**src/rtl/rv32_pkg.sv**
```systemverilog
// rtl/rv32_pkg.sv - shared constants and helpers for the RV32 front end
package rv32_pkg;

    // Instruction memory word-address width (4 KiB of instruction words)
    localparam int IMEM_AW = 10;

    // Canonical RV32I NOP: addi x0, x0, 0
    localparam logic [31:0] NOP_INSTR = 32'h0000_0013;

    // Default first fetch address after reset
    localparam logic [31:0] RESET_PC_DEFAULT = 32'h0000_0000;

    // Force a PC onto a word boundary
    function automatic logic [31:0] align_word(input logic [31:0] pc);
        return {pc[31:2], 2'b00};
    endfunction

endpackage

```
**src/rtl/if_hold_buf.sv**
```systemverilog
// rtl/if_hold_buf.sv - one-entry skid buffer for a fetch response caught during a stall
module if_hold_buf
    import rv32_pkg::*;
(
    input  logic        clk,
    input  logic        rst_n,
    input  logic        flush_i,
    input  logic        load_i,
    input  logic        drain_i,
    input  logic [31:0] pc_i,
    input  logic [31:0] instr_i,
    output logic        valid_o,
    output logic [31:0] pc_o,
    output logic [31:0] instr_o
);

    logic        valid_q, valid_d;
    logic [31:0] pc_q, pc_d;
    logic [31:0] instr_q, instr_d;

    // Flush beats load; a load in the same cycle as a drain refills the entry
    always_comb begin
        valid_d = valid_q;
        pc_d    = pc_q;
        instr_d = instr_q;
        if (flush_i) begin
            valid_d = 1'b0;
        end else if (load_i) begin
            valid_d = 1'b1;
            pc_d    = pc_i;
            instr_d = instr_i;
        end else if (drain_i) begin
            valid_d = 1'b0;
        end
    end

    // Entry storage; reset discards any pending entry
    always_ff @(posedge clk or negedge rst_n) begin
        if (!rst_n) begin
            valid_q <= 1'b0;
            pc_q    <= 32'h0;
            instr_q <= NOP_INSTR;
        end else begin
            valid_q <= valid_d;
            pc_q    <= pc_d;
            instr_q <= instr_d;
        end
    end

    assign valid_o = valid_q;
    assign pc_o    = pc_q;
    assign instr_o = instr_q;

endmodule

```
**src/rtl/if_stage.sv**
```systemverilog
// rtl/if_stage.sv - instruction fetch stage with stall hold buffer and redirect flush
module if_stage
    import rv32_pkg::*;
#(
    parameter logic [31:0] RESET_PC = RESET_PC_DEFAULT,
    parameter logic [31:0] NOP      = NOP_INSTR
) (
    input  logic               clk,
    input  logic               rst_n,
    input  logic               stall,
    input  logic               redirect,
    input  logic [31:0]        redirect_pc,
    output logic               imem_req,
    output logic [IMEM_AW-1:0] imem_addr,
    input  logic               imem_instr_valid,
    input  logic [31:0]        imem_instr,
    output logic               id_valid,
    output logic [31:0]        id_pc,
    output logic [31:0]        id_instr,
    output logic               misalign_err
);

    logic        run_q;
    logic [31:0] pc_q, pc_d;
    logic [31:0] inflight_pc_q, inflight_pc_d;
    logic        id_valid_q, id_valid_d;
    logic [31:0] id_pc_q, id_pc_d;
    logic [31:0] id_instr_q, id_instr_d;
    logic        misalign_q, misalign_d;
    logic [31:0] fetch_pc;

    logic        hold_v;
    logic [31:0] hold_pc;
    logic [31:0] hold_instr;
    logic        hold_load;
    logic        hold_drain;

    // Request generation: a redirect fetches its target even while stalled
    always_comb begin
        fetch_pc      = redirect ? align_word(redirect_pc) : pc_q;
        imem_req      = run_q & (redirect | ~stall);
        imem_addr     = fetch_pc[IMEM_AW+1:2];
        pc_d          = pc_q;
        inflight_pc_d = inflight_pc_q;
        if (imem_req) begin
            pc_d          = fetch_pc + 32'd4;
            inflight_pc_d = fetch_pc;
        end
        misalign_d = redirect & (redirect_pc[1:0] != 2'b00);
    end

    // Park a response that cannot advance: during a stall, or behind an older held entry
    always_comb begin
        hold_load  = ~redirect & imem_instr_valid & (stall | hold_v);
        hold_drain = ~redirect & ~stall & hold_v;
    end

    // IF/ID next state: redirect flushes, stall freezes, otherwise oldest instruction first
    always_comb begin
        id_valid_d = id_valid_q;
        id_pc_d    = id_pc_q;
        id_instr_d = id_instr_q;
        if (redirect) begin
            id_valid_d = 1'b0;
            id_instr_d = NOP;
        end else if (!stall) begin
            if (hold_v) begin
                id_valid_d = 1'b1;
                id_pc_d    = hold_pc;
                id_instr_d = hold_instr;
            end else if (imem_instr_valid) begin
                id_valid_d = 1'b1;
                id_pc_d    = inflight_pc_q;
                id_instr_d = imem_instr;
            end else begin
                id_valid_d = 1'b0;
                id_instr_d = NOP;
            end
        end
    end

    // Fetch and IF/ID registers
    always_ff @(posedge clk or negedge rst_n) begin
        if (!rst_n) begin
            run_q         <= 1'b0;
            pc_q          <= RESET_PC;
            inflight_pc_q <= RESET_PC;
            id_valid_q    <= 1'b0;
            id_pc_q       <= 32'h0;
            id_instr_q    <= NOP;
            misalign_q    <= 1'b0;
        end else begin
            run_q         <= 1'b1;
            pc_q          <= pc_d;
            inflight_pc_q <= inflight_pc_d;
            id_valid_q    <= id_valid_d;
            id_pc_q       <= id_pc_d;
            id_instr_q    <= id_instr_d;
            misalign_q    <= misalign_d;
        end
    end

    if_hold_buf u_hold (
        .clk     (clk),
        .rst_n   (rst_n),
        .flush_i (redirect),
        .load_i  (hold_load),
        .drain_i (hold_drain),
        .pc_i    (inflight_pc_q),
        .instr_i (imem_instr),
        .valid_o (hold_v),
        .pc_o    (hold_pc),
        .instr_o (hold_instr)
    );

    assign id_valid     = id_valid_q;
    assign id_pc        = id_pc_q;
    assign id_instr     = id_instr_q;
    assign misalign_err = misalign_q;

endmodule
```
**config.mk**
```make
export PLATFORM = sky130hd
export DESIGN_NAME = if_stage
export DESIGN_NICKNAME = d
export VERILOG_FILES = /design/src/rtl/rv32_pkg.sv /design/src/rtl/if_hold_buf.sv /design/src/rtl/if_stage.sv
export SDC_FILE = /design/constraint.sdc
export NUM_CORES = 1
export LEC_CHECK = 0
export CAP_MARGIN = 10
export CELL_PAD_IN_SITES_DETAIL_PLACEMENT = 1
export CELL_PAD_IN_SITES_GLOBAL_PLACEMENT = 2
export CORE_ASPECT_RATIO = 1.25
export CORE_MARGIN = 2
export CORE_UTILIZATION = 38
export CTS_BUF_LIST = sky130_fd_sc_hd__clkbuf_4 sky130_fd_sc_hd__clkbuf_8
export DETAILED_ROUTE_END_ITERATION = 8
export HOLD_SLACK_MARGIN = 0.02
export MAX_ROUTING_LAYER = met4
export PLACE_DENSITY = 0.88
export SYNTH_ARGS = -nofsm -noshare
export SYNTH_HDL_FRONTEND = slang
export SYNTH_SLANG_ARGS = --single-unit
export TNS_END_PERCENT = 50
```
**constraint.sdc**
```tcl
create_clock -name clk -period 6.9 [get_ports clk]
set_input_delay 1.38 -clock clk [delete_from_list [all_inputs] [get_ports clk]]
set_output_delay 1.38 -clock clk [all_outputs]
set_load 0.02 [all_outputs]
```
==> out/qor.txt, run 1 <==
I/O Buffers = 143
Post-synth EDFFs = 0
min cycle time layout = 4.76 ns
io pins = 146
switching share of power = 31.7%
Rows = 63
reg2reg start = u_hold.valid_o$_DFFE_PN0P_
CTS root buf = clkbuf_8
grt total ovfl = 0
Yosys reg bits = 188
dpl hpwl = 15.6 mm
largest net degree at the start of global routing = 110
die area = 0.0255 mm2
worst reg2reg path depth = 5
Cell Chain, Critical Path = buf_4 -> inv_1 -> nand2_1 -> nand2_2 -> clkinv_1 -> clkdlybuf4s50_1
cell area power density = 258 mW/mm2
DRT Wirelength = 23.2 mm
crit-path max FO = 48
Final Cell Area = 0.0111 mm2
Worst Hold Depth = 2
Syn Std Cell Area = 0.00920 mm2
fraction of registers with async set/reset = 100%
area of the multi-input gates = 0.00413 mm2
post-placement cell area = 0.0108 mm2
Startpoint Class = input pin
critical path arrival = 3.38 ns
top cell type's share of synthesized area = 49.5%
Synth area leader = dfrtp_1
hold_ws = 0.487 ns
internal power = 1.97 mW
routed len/inst = 17.7 um
# H-tree levels = 4
CTS max path bufs = 2
Final Util = 47.0%
Reg area = 0.00472 mm2
largest family of logic cells by synthesized area = multiplexers
core area = 0.0237 mm2
pre-CTS setup slack = 2.10 ns
Reg power frac = 50.7%
Synth Area in Simple Gates = 14.4%
Hold Fails Final Rpt = 0
hold_buf cts = 0
P_leak = 4.53 nW
Compound-Gate Fraction of Synth Area = 13.0%
Crit Path Category = input pin to output port
Vias/cell = 5.18
Synth Area in Adders = 0.136%
Critical Path RT = 5.52 ns
die width = 143 um
ys flop type = dfrtp_1
mux share of post-synthesis cell area = 14.4%
Final Skew = 0.0110 ns
Sinks on Clock Net = 188
register area share after synthesis = 51.2%
worst hold start = pc_q[24]$_DFFE_PN0P_
synth warn = 0
total CTS buffers = 17
n_diodes = 0
nets = 1047
R2R setup slack = 3.96 ns
CP max-delay cell = clkdlybuf4s50_1
share of cells above drive strength 1 = 14.3%
dpl cells = 1283
Worst Hold Class = register to register
NetSw = 912 uW
syn_area_per_cell = 10.5 um2
Area Growth Syn to Fin = 21.2%
Setup WS post-layout = 2.14 ns
post-synth cell types = 53
final slew viol count = 0
Clk network pwr share = 24.6%
PostCTS Resize Cnt = 0
post-detailed-route count of antenna-violating nets = 0
Worst-Margin Slew = 1.12 ns
max_cap viols = 0
first-pass GRT wire length = 38.0 mm
drt initial violations = 240
Worst-path clk slew = 0.10 ns
XOR/XNOR Fraction of Synth Area = 2.67%
cell count after synthesis = 876
Finished Layout Cells = 1315
Worst setup EP type = output port
DIE HEIGHT = 178 um
All-Layer GR Usage = 19.5%
initial antenna violation count = 0
Setup TNS Final = 0 ns
1st-pass router iterations = 4
status = completed
ranking of synthesized cells by area = dfrtp_1 50%, mux2_2 8.3%, mux2i_1 6.1%, a21oi_1 4.6%, nor2_1 4.5%
vias in the first global route = 7221
max_slew headroom = 25.3%
Clk Latency, worst-skew pair = 0.45 ns
Vias = 6816
Initial Utilization = 38.8%
Final setup viols = 0
DRC viols = 0
RD Place Congestion = 0.794
Post-CTS Setup Inserts = 0
FMAX = 0.210 GHz
filler instances = 2619
Design Power = 2.88 mW
reg2reg end = id_pc[6]$_DFFE_PN0P_
CTS tree = yes
hold endpoint = pc_q[24]$_DFFE_PN0P_
combinational power share = 24.7%
final period utilization = 69.1%
crit-path max cell delay = 0.65 ns
Worst VDD drop = 0.125 mV
RSZ-0062 raised after global routing = false
[routing by layer]
layer / GRT usage, % / share of wire [%] / vias up
met5: - / 0 / -
met2: 32.3 / 50 / 124
met4: 4.79 / 0.91 / 0
met1: 25.1 / 46 / 3408
met3: 2.91 / 3.4 / 15
li1: - / - / 3269
[power groups by stage]
stage	logic (mW)	clock network, mW	registers [mW]
after floorplan	0.386	0	1.50
after global placement	0.702	0	1.47
after detailed placement	0.721	0	1.48
after CTS	0.725	0.739	1.46
after global routing	0.784	0.781	1.49
final	0.712	0.709	1.46
[registers in the layout, indices dropped and copies added, names as in the netlist]
register,flops
id_instr,32
id_valid,1
u_hold.instr_o,32
pc_q,30
u_hold.valid_o,1
id_pc,30
u_hold.pc_o,30
inflight_pc_q,30
run_q,1
misalign_err,1
[placed cells by master (no fill, tap or decap), types with 3 or more instances in the layout]
cell type	n
dfrtp_1	181
clkbuf_8	19
dfstp_2	6
nand2_1	71
conb_1	3
a32o_1	5
inv_1	7
o211ai_1	13
xor2_1	10
xnor2_1	18
nor2b_1	13
nand3_1	15
mux2_2	68
nor3b_1	5
a22oi_4	3
nand3b_1	11
nor3_2	4
o21ai_0	36
nand4b_1	3
buf_4	9
o22a_1	4
clkinv_2	3
nor2_1	110
clkdlybuf4s50_1	140
nand4_1	5
nor4_1	3
clkinv_4	3
nor3_1	10
a21oi_1	85
mux2i_1	56
inv_6	3
a22oi_1	30
[worst max-delay path by stage]
stage / to / start / slack (ns)
final: imem_req / redirect / 2.14
after CTS: imem_req / redirect / 2.09
after floorplan: imem_addr[7] / redirect / 3.00
after global placement: imem_req / stall / 2.17
after global routing: imem_req / stall / 1.92
after detailed placement: imem_req / redirect / 2.10
[area by class of cell]
type	instances	area share [%]
sequential	188	42.3
multi-input combinational	611	37.1
timing repair buffer	151	13.3
tap	325	3.65
clock buffer	20	2.36
clock inverter	12	1.01
inverter	8	0.269
[critical path, delay by kind of cell]
kind | cells | cell delay (ns)
buf+inv | 4 | 1.63
simple gates | 2 | 0.35
[cell families after synthesis]
family | after synthesis
flip-flops | 188
XOR/XNOR | 28
other | 2
AO/OA/AOI/OAI | 189
adder cells (fa/ha/maj) | 1
AND/OR/NAND/NOR | 266
buffers and inverters | 78
multiplexers | 124
[Yosys cell counts (all sizes together) (15+ instances only)]
cell type,count
buf,33
dfrtp,182
a22oi,35
o21ai,36
nand3,16
clkbuf,37
nor3,15
mux2,68
nand2,72
mux2i,56
nor2,110
xnor2,18
a21oi,85
Power figures use the tool's default switching activity.
==> inputs of run 2 (changes only) <==
CORE_UTILIZATION = 36   (was 38)
PLACE_DENSITY = 0.84   (was 0.88)
clock period = 4.9 ns   (was 6.9 ns; I/O delays follow)
==> run 2 against run 1 <==
Net effect: combinational power up 42%; clock power is 54% higher; via count about the same; power increased by 44%; largest cell class unchanged.
==> out/qor.txt, run 2 (synthesis results as in run 1) <==
filler instances = 2820 (+7.7%)
internal power = 2.86 mW (+45%)
min cycle time layout = 3.78 ns
grt total ovfl = 0 (unchanged)
n_diodes = 0 (unchanged)
Worst-path clk slew = 0.10 ns (about the same)
share of cells above drive strength 1 = 14.8% (+0.43 points)
R2R setup slack = 2.35 ns (-1.61 ns)
DRC viols = 0 (unchanged)
reg2reg end = pc_q[30]$_DFFE_PN0P_
largest net degree at the start of global routing = 110 (unchanged)
Sinks on Clock Net = 188 (unchanged)
dpl hpwl = 16.2 mm (+4.1%)
Startpoint Class = input pin
most frequent cells in the layout = 181 x dfrtp_1, 140 x clkdlybuf4s50_1, 110 x nor2_1
most common cell after layout, fill and taps aside = dfrtp_1
pre-CTS setup slack = 1.09 ns (-1.02 ns)
switching share of power = 31.0% (-0.65 points)
RD Place Congestion = 0.801 (+0.97%)
Reg power frac = 49.5% (-1.2 points)
worst hold start = pc_q[24]$_DFFE_PN0P_
P_leak = 4.58 nW (+0.98%)
Finished Layout Cells = 1330 (+1.1%)
max_slew headroom = 32.3% (+7.0 points)
core area = 0.0252 mm2 (+6.3%)
post-placement cell area = 0.0108 mm2 (+0.47%)
reg2reg start = pc_q[2]$_DFFE_PN0P_
Initial Utilization = 36.5% (-2.3 points)
Worst Hold Depth = 2 (unchanged)
I/O Buffers = 143 (unchanged)
Final setup viols = 0 (unchanged)
All-Layer GR Usage = 18.9% (-0.54 points)
DRT Wirelength = 23.6 mm (+1.6%)
routed len/inst = 17.8 um (+0.49%)
NetSw = 1.29 mW (+41%)
Crit Path Category = input pin to output port
Hold Fails Final Rpt = 0 (unchanged)
Setup WS post-layout = 1.12 ns (-1.02 ns)
hold endpoint = pc_q[24]$_DFFE_PN0P_
combinational power share = 24.2% (-0.5 points)
hold_buf cts = 0 (unchanged)
Post-CTS Setup Inserts = 0 (unchanged)
die area = 0.0269 mm2 (+5.4%)
Worst VDD drop = 0.166 mV (+33%)
CTS tree = yes
Setup TNS Final = 0 ns (unchanged)
worst reg2reg path depth = 8 (+3)
# H-tree levels = 4 (unchanged)
crit-path max FO = 38 (-21%)
RSZ-0062 raised after global routing = false
Clk network pwr share = 26.3% (+1.7 points)
max_cap viols = 0 (unchanged)
Area Growth Syn to Fin = 22.1%
nets = 1052 (+0.48%)
1st-pass router iterations = 4 (unchanged)
Final Cell Area = 0.0112 mm2 (+0.80%)
Vias = 6821 (+0.073%)
DIE HEIGHT = 183 um (+2.7%)
vias in the first global route = 7186 (-0.48%)
post-detailed-route count of antenna-violating nets = 0 (unchanged)
Worst Hold Class = register to register
Worst setup EP type = output port
CTS max path bufs = 2 (unchanged)
Critical Path RT = 3.92 ns (-1.60 ns)
final slew viol count = 0 (unchanged)
Worst-Margin Slew = 1.02 ns (-0.101 ns)
io pins = 146 (unchanged)
Clk Latency, worst-skew pair = 0.47 ns (+0.02 ns)
first-pass GRT wire length = 39.2 mm (+3.0%)
final period utilization = 77.2%
Vias/cell = 5.13 (-1.1%)
drt initial violations = 261 (+8.8%)
Final Skew = 0.0105 ns (-0.000536 ns)
cell area power density = 369 mW/mm2 (+43%)
total CTS buffers = 17 (unchanged)
critical path arrival = 2.80 ns (-0.58 ns)
PostCTS Resize Cnt = 0 (unchanged)
initial antenna violation count = 0 (unchanged)
die width = 147 um (+2.7%)
FMAX = 0.264 GHz
status = completed
CTS root buf = clkbuf_8
dpl cells = 1298 (+1.2%)
Rows = 65 (+3.2%)
-- run 2: changes by cell type in the layout (fill, tap and decap cells not counted) --
cell and change:
clkinvlp_4 -1, buf_4 +5, clkbuf_8 -1, clkinv_4 -1, inv_6 +1, bufinv_16 +2
-- run 2: critical path: stages --
cell,delay (ns)
buf_4,0.29
buf_4,0.49
mux2_2,0.44
clkdlybuf4s50_1,0.59
-- run 2: power groups by stage --
stage                     clock [mW]  combinational [mW]  sequential, mW
after global placement             0               0.995            2.07
after global routing            1.19                1.11            2.10
after CTS                       1.14                1.02            2.06
final                           1.09                1.01            2.05
after detailed placement           0                1.02            2.09
after floorplan                    0               0.543            2.11
-- run 2: worst max-delay path by stage --
stage | from | endpoint | slack (ns) | cells past startpoint
4_1_cts | redirect | imem_addr[8] | 1.08 | 4
5_1_grt | redirect | imem_addr[8] | 1.02 | 4
2_1_floorplan | redirect | pc_q[28]$_DFFE_PN0P_ | 1.54 | 12
3_5_place_dp | redirect | imem_addr[8] | 1.09 | 4
6_report | redirect | imem_addr[8] | 1.12 | 4
3_3_place_gp | redirect | imem_addr[8] | 1.10 | 4
-- run 2: final cells by class --
class	instances	area (um2)	area share, %
multi-input combinational	611	4130	36.8
tap	335	419	3.73
clock buffer	19	249	2.22
clock inverter	13	165	1.47
inverter	8	30.0	0.267
timing repair buffer	156	1530	13.6
sequential	188	4720	42.0
-- run 2: metal layers --
metal	GRT usage, %	up-vias	part of all wire [%]
met5	-	-	0
li1	-	3283	-
met1	25.0	3412	47
met3	2.50	17	2.4
met4	6.00	0	1.6
met2	30.5	109	49
-- run 2: stage by stage --
step	hold WS (ns)	utilization (%)	total power, mW
global route	0.521	44.6	4.40
detailed placement	0.477	42.9	3.11
finish	0.500	44.6	4.15
floorplan	0.442	-	2.66
CTS	0.504	44.6	4.22
global placement	0.468	42.9	3.07
==> inputs of run 3 (changes only) <==
CORE_UTILIZATION = 32   (was 36)
PLACE_DENSITY = 0.79   (was 0.84)
clock period = 3.3 ns   (was 4.9 ns; I/O delays follow)
==> run 3 against run 2 <==
Net effect: wire length up 1.4%; clock power up 49%; final cell count up 2.1%; sequential power up 48%; sequential share of layout area down 0.64 points; clock-buffer cell count unchanged; power up 49%; largest power group unchanged.
==> out/qor.txt, run 3 (synthesis results as in run 1) <==
status = completed
RSZ-0062 raised after global routing = false
Rows = 69 (+6.2%)
first-pass GRT wire length = 39.2 mm (+0.16%)
Critical Path RT = 2.64 ns (-1.28 ns)
Post-CTS Setup Inserts = 0 (unchanged)
R2R setup slack = 0.84 ns (-1.51 ns)
post-placement cell area = 0.0110 mm2 (+1.7%)
max_cap viols = 0 (unchanged)
DRC viols = 0 (unchanged)
routed len/inst = 17.6 um (-0.74%)
Worst setup EP type = output port
P_leak = 4.64 nW (+1.3%)
pre-CTS setup slack = 0.101 ns (-0.986 ns)
internal power = 4.27 mW (+49%)
cell area power density = 542 mW/mm2 (+47%)
dpl cells = 1329 (+2.4%)
Worst-path clk slew = 0.10 ns (about the same)
I/O Buffers = 143 (unchanged)
io pins = 146 (unchanged)
Worst Hold Class = input pin to asynchronous set/reset pin
CP Buf/Inv Count = 3 (unchanged)
drt initial violations = 330 (+26%)
vias in the first global route = 7061 (-1.7%)
delay-heaviest family, CP = buffers and inverters
reg2reg start = pc_q[2]$_DFFE_PN0P_
Hold Fails Final Rpt = 0 (unchanged)
1st-pass router iterations = 4 (unchanged)
dpl hpwl = 16.7 mm (+2.9%)
post-detailed-route count of antenna-violating nets = 0 (unchanged)
hold_buf cts = 0 (unchanged)
max_slew headroom = 30.5% (-1.9 points)
CTS tree = yes
Final Util = 40.2% (-4.4 points)
Vias/cell = 5.03 (-2.0%)
worst reg2reg path depth = 8 (unchanged)
DIE HEIGHT = 194 um (+5.9%)
switching share of power = 30.9% (-0.16 points)
Initial Utilization = 32.4% (-4.1 points)
Reg power frac = 49.0% (-0.5 points)
Finished Layout Cells = 1358 (+2.1%)
largest net degree at the start of global routing = 110 (unchanged)
reg2reg end = pc_q[28]$_DFFE_PN0P_
die width = 156 um (+5.9%)
core area = 0.0284 mm2 (+13%)
CP max-delay cell = clkdlybuf4s50_1
Final Cell Area = 0.0114 mm2 (+1.5%)
Clk network pwr share = 26.2% (about the same)
Setup WS post-layout = 0.472 ns (-0.646 ns)
Vias = 6826 (+0.073%)
DRT Wirelength = 23.9 mm (+1.4%)
Design Power = 6.18 mW (+49%)
most frequent cells in the layout = 181 x dfrtp_1, 140 x clkdlybuf4s50_1, 110 x nor2_1
Worst-Margin Slew = 1.04 ns (+0.0278 ns)
FMAX = 0.354 GHz
final slew viol count = 0 (unchanged)
nets = 1063 (+1.0%)
CTS root buf = clkbuf_8
NetSw = 1.91 mW (+48%)
Startpoint Class = input pin
initial antenna violation count = 0 (unchanged)
min cycle time layout = 2.83 ns
CP Depth = 4 (unchanged)
crit path from = redirect
CP endpoint = imem_addr[8]
Crit Path Category = input pin to output port
Area Growth Syn to Fin = 24.0%
total CTS buffers = 17 (unchanged)
crit-path max cell delay = 0.60 ns (about the same)
hold_ws = 0.254 ns (-0.246 ns)
RD Place Congestion = 0.767 (-4.2%)
Setup TNS Final = 0 ns (unchanged)
final period utilization = 85.7%
# H-tree levels = 4 (unchanged)
n_diodes = 0 (unchanged)
PostCTS Resize Cnt = 0 (unchanged)
share of cells above drive strength 1 = 15.5% (+0.68 points)
Clk Latency, worst-skew pair = 0.47 ns (about the same)
crit-path max FO = 81 (+110%)
All-Layer GR Usage = 16.8% (-2.1 points)
critical path arrival = 2.17 ns (-0.63 ns)
most common cell after layout, fill and taps aside = dfrtp_1
Cell Chain, Critical Path = buf_4 -> buf_12 -> mux2_2 -> clkdlybuf4s50_1
combinational power share = 24.8% (+0.6 points)
Worst VDD drop = 0.224 mV (+35%)
CTS max path bufs = 2 (unchanged)
Final Skew = 0.0140 ns (+0.00354 ns)
die area = 0.0301 mm2 (+12%)
grt total ovfl = 0 (unchanged)
Sinks on Clock Net = 188 (unchanged)
Final setup viols = 0 (unchanged)
run 3: changes by cell type in the layout (fill, tap and decap cells not counted), moves of 2 or more:
cell	before	now
clkinv_2	3	1
clkinvlp_4	1	4
inv_6	4	1
clkbuf_8	18	20
buf_12	0	6
clkbuf_4	2	0
buf_4	14	19
run 3: area by class of cell:
type / count / area [um2]
inverter: 8 / 30.0
timing repair buffer: 167 / 1680
clock buffer: 19 / 262
clock inverter: 10 / 143
multi-input combinational: 611 / 4130
tap: 355 / 444
fill: 3135 / 17000
sequential: 188 / 4720
run 3: worst min-delay path by stage:
stage / cells after the start / slack, ns / start / to
after floorplan: 0 / 0.36 / rst_n / id_instr[10]$_DFFE_PN0N_
after global placement: 2 / 0.46 / pc_q[24]$_DFFE_PN0P_ / pc_q[24]$_DFFE_PN0P_
after detailed placement: 2 / 0.47 / pc_q[24]$_DFFE_PN0P_ / pc_q[24]$_DFFE_PN0P_
after CTS: 1 / 0.27 / rst_n / pc_q[8]$_DFFE_PN0P_
after global routing: 1 / 0.29 / rst_n / pc_q[6]$_DFFE_PN0P_
final: 1 / 0.25 / rst_n / pc_q[6]$_DFFE_PN0P_
run 3: power groups by stage:
stage          logic (mW)  registers [mW]  clock network [mW]
6_report             1.53            3.03                1.62
3_5_place_dp         1.56            3.08                   0
2_1_floorplan       0.807            3.14                   0
4_1_cts              1.56            3.04                1.69
3_3_place_gp         1.53            3.06                   0
5_1_grt              1.69            3.10                1.77
run 3: per-layer routing:
layer	GRT usage (%)	vias up	routed length [um]
met5	-	-	0
met4	4.99	0	450
met3	2.80	21	634
met2	26.6	114	11500
met1	22.3	3395	11300
li1	-	3296	-
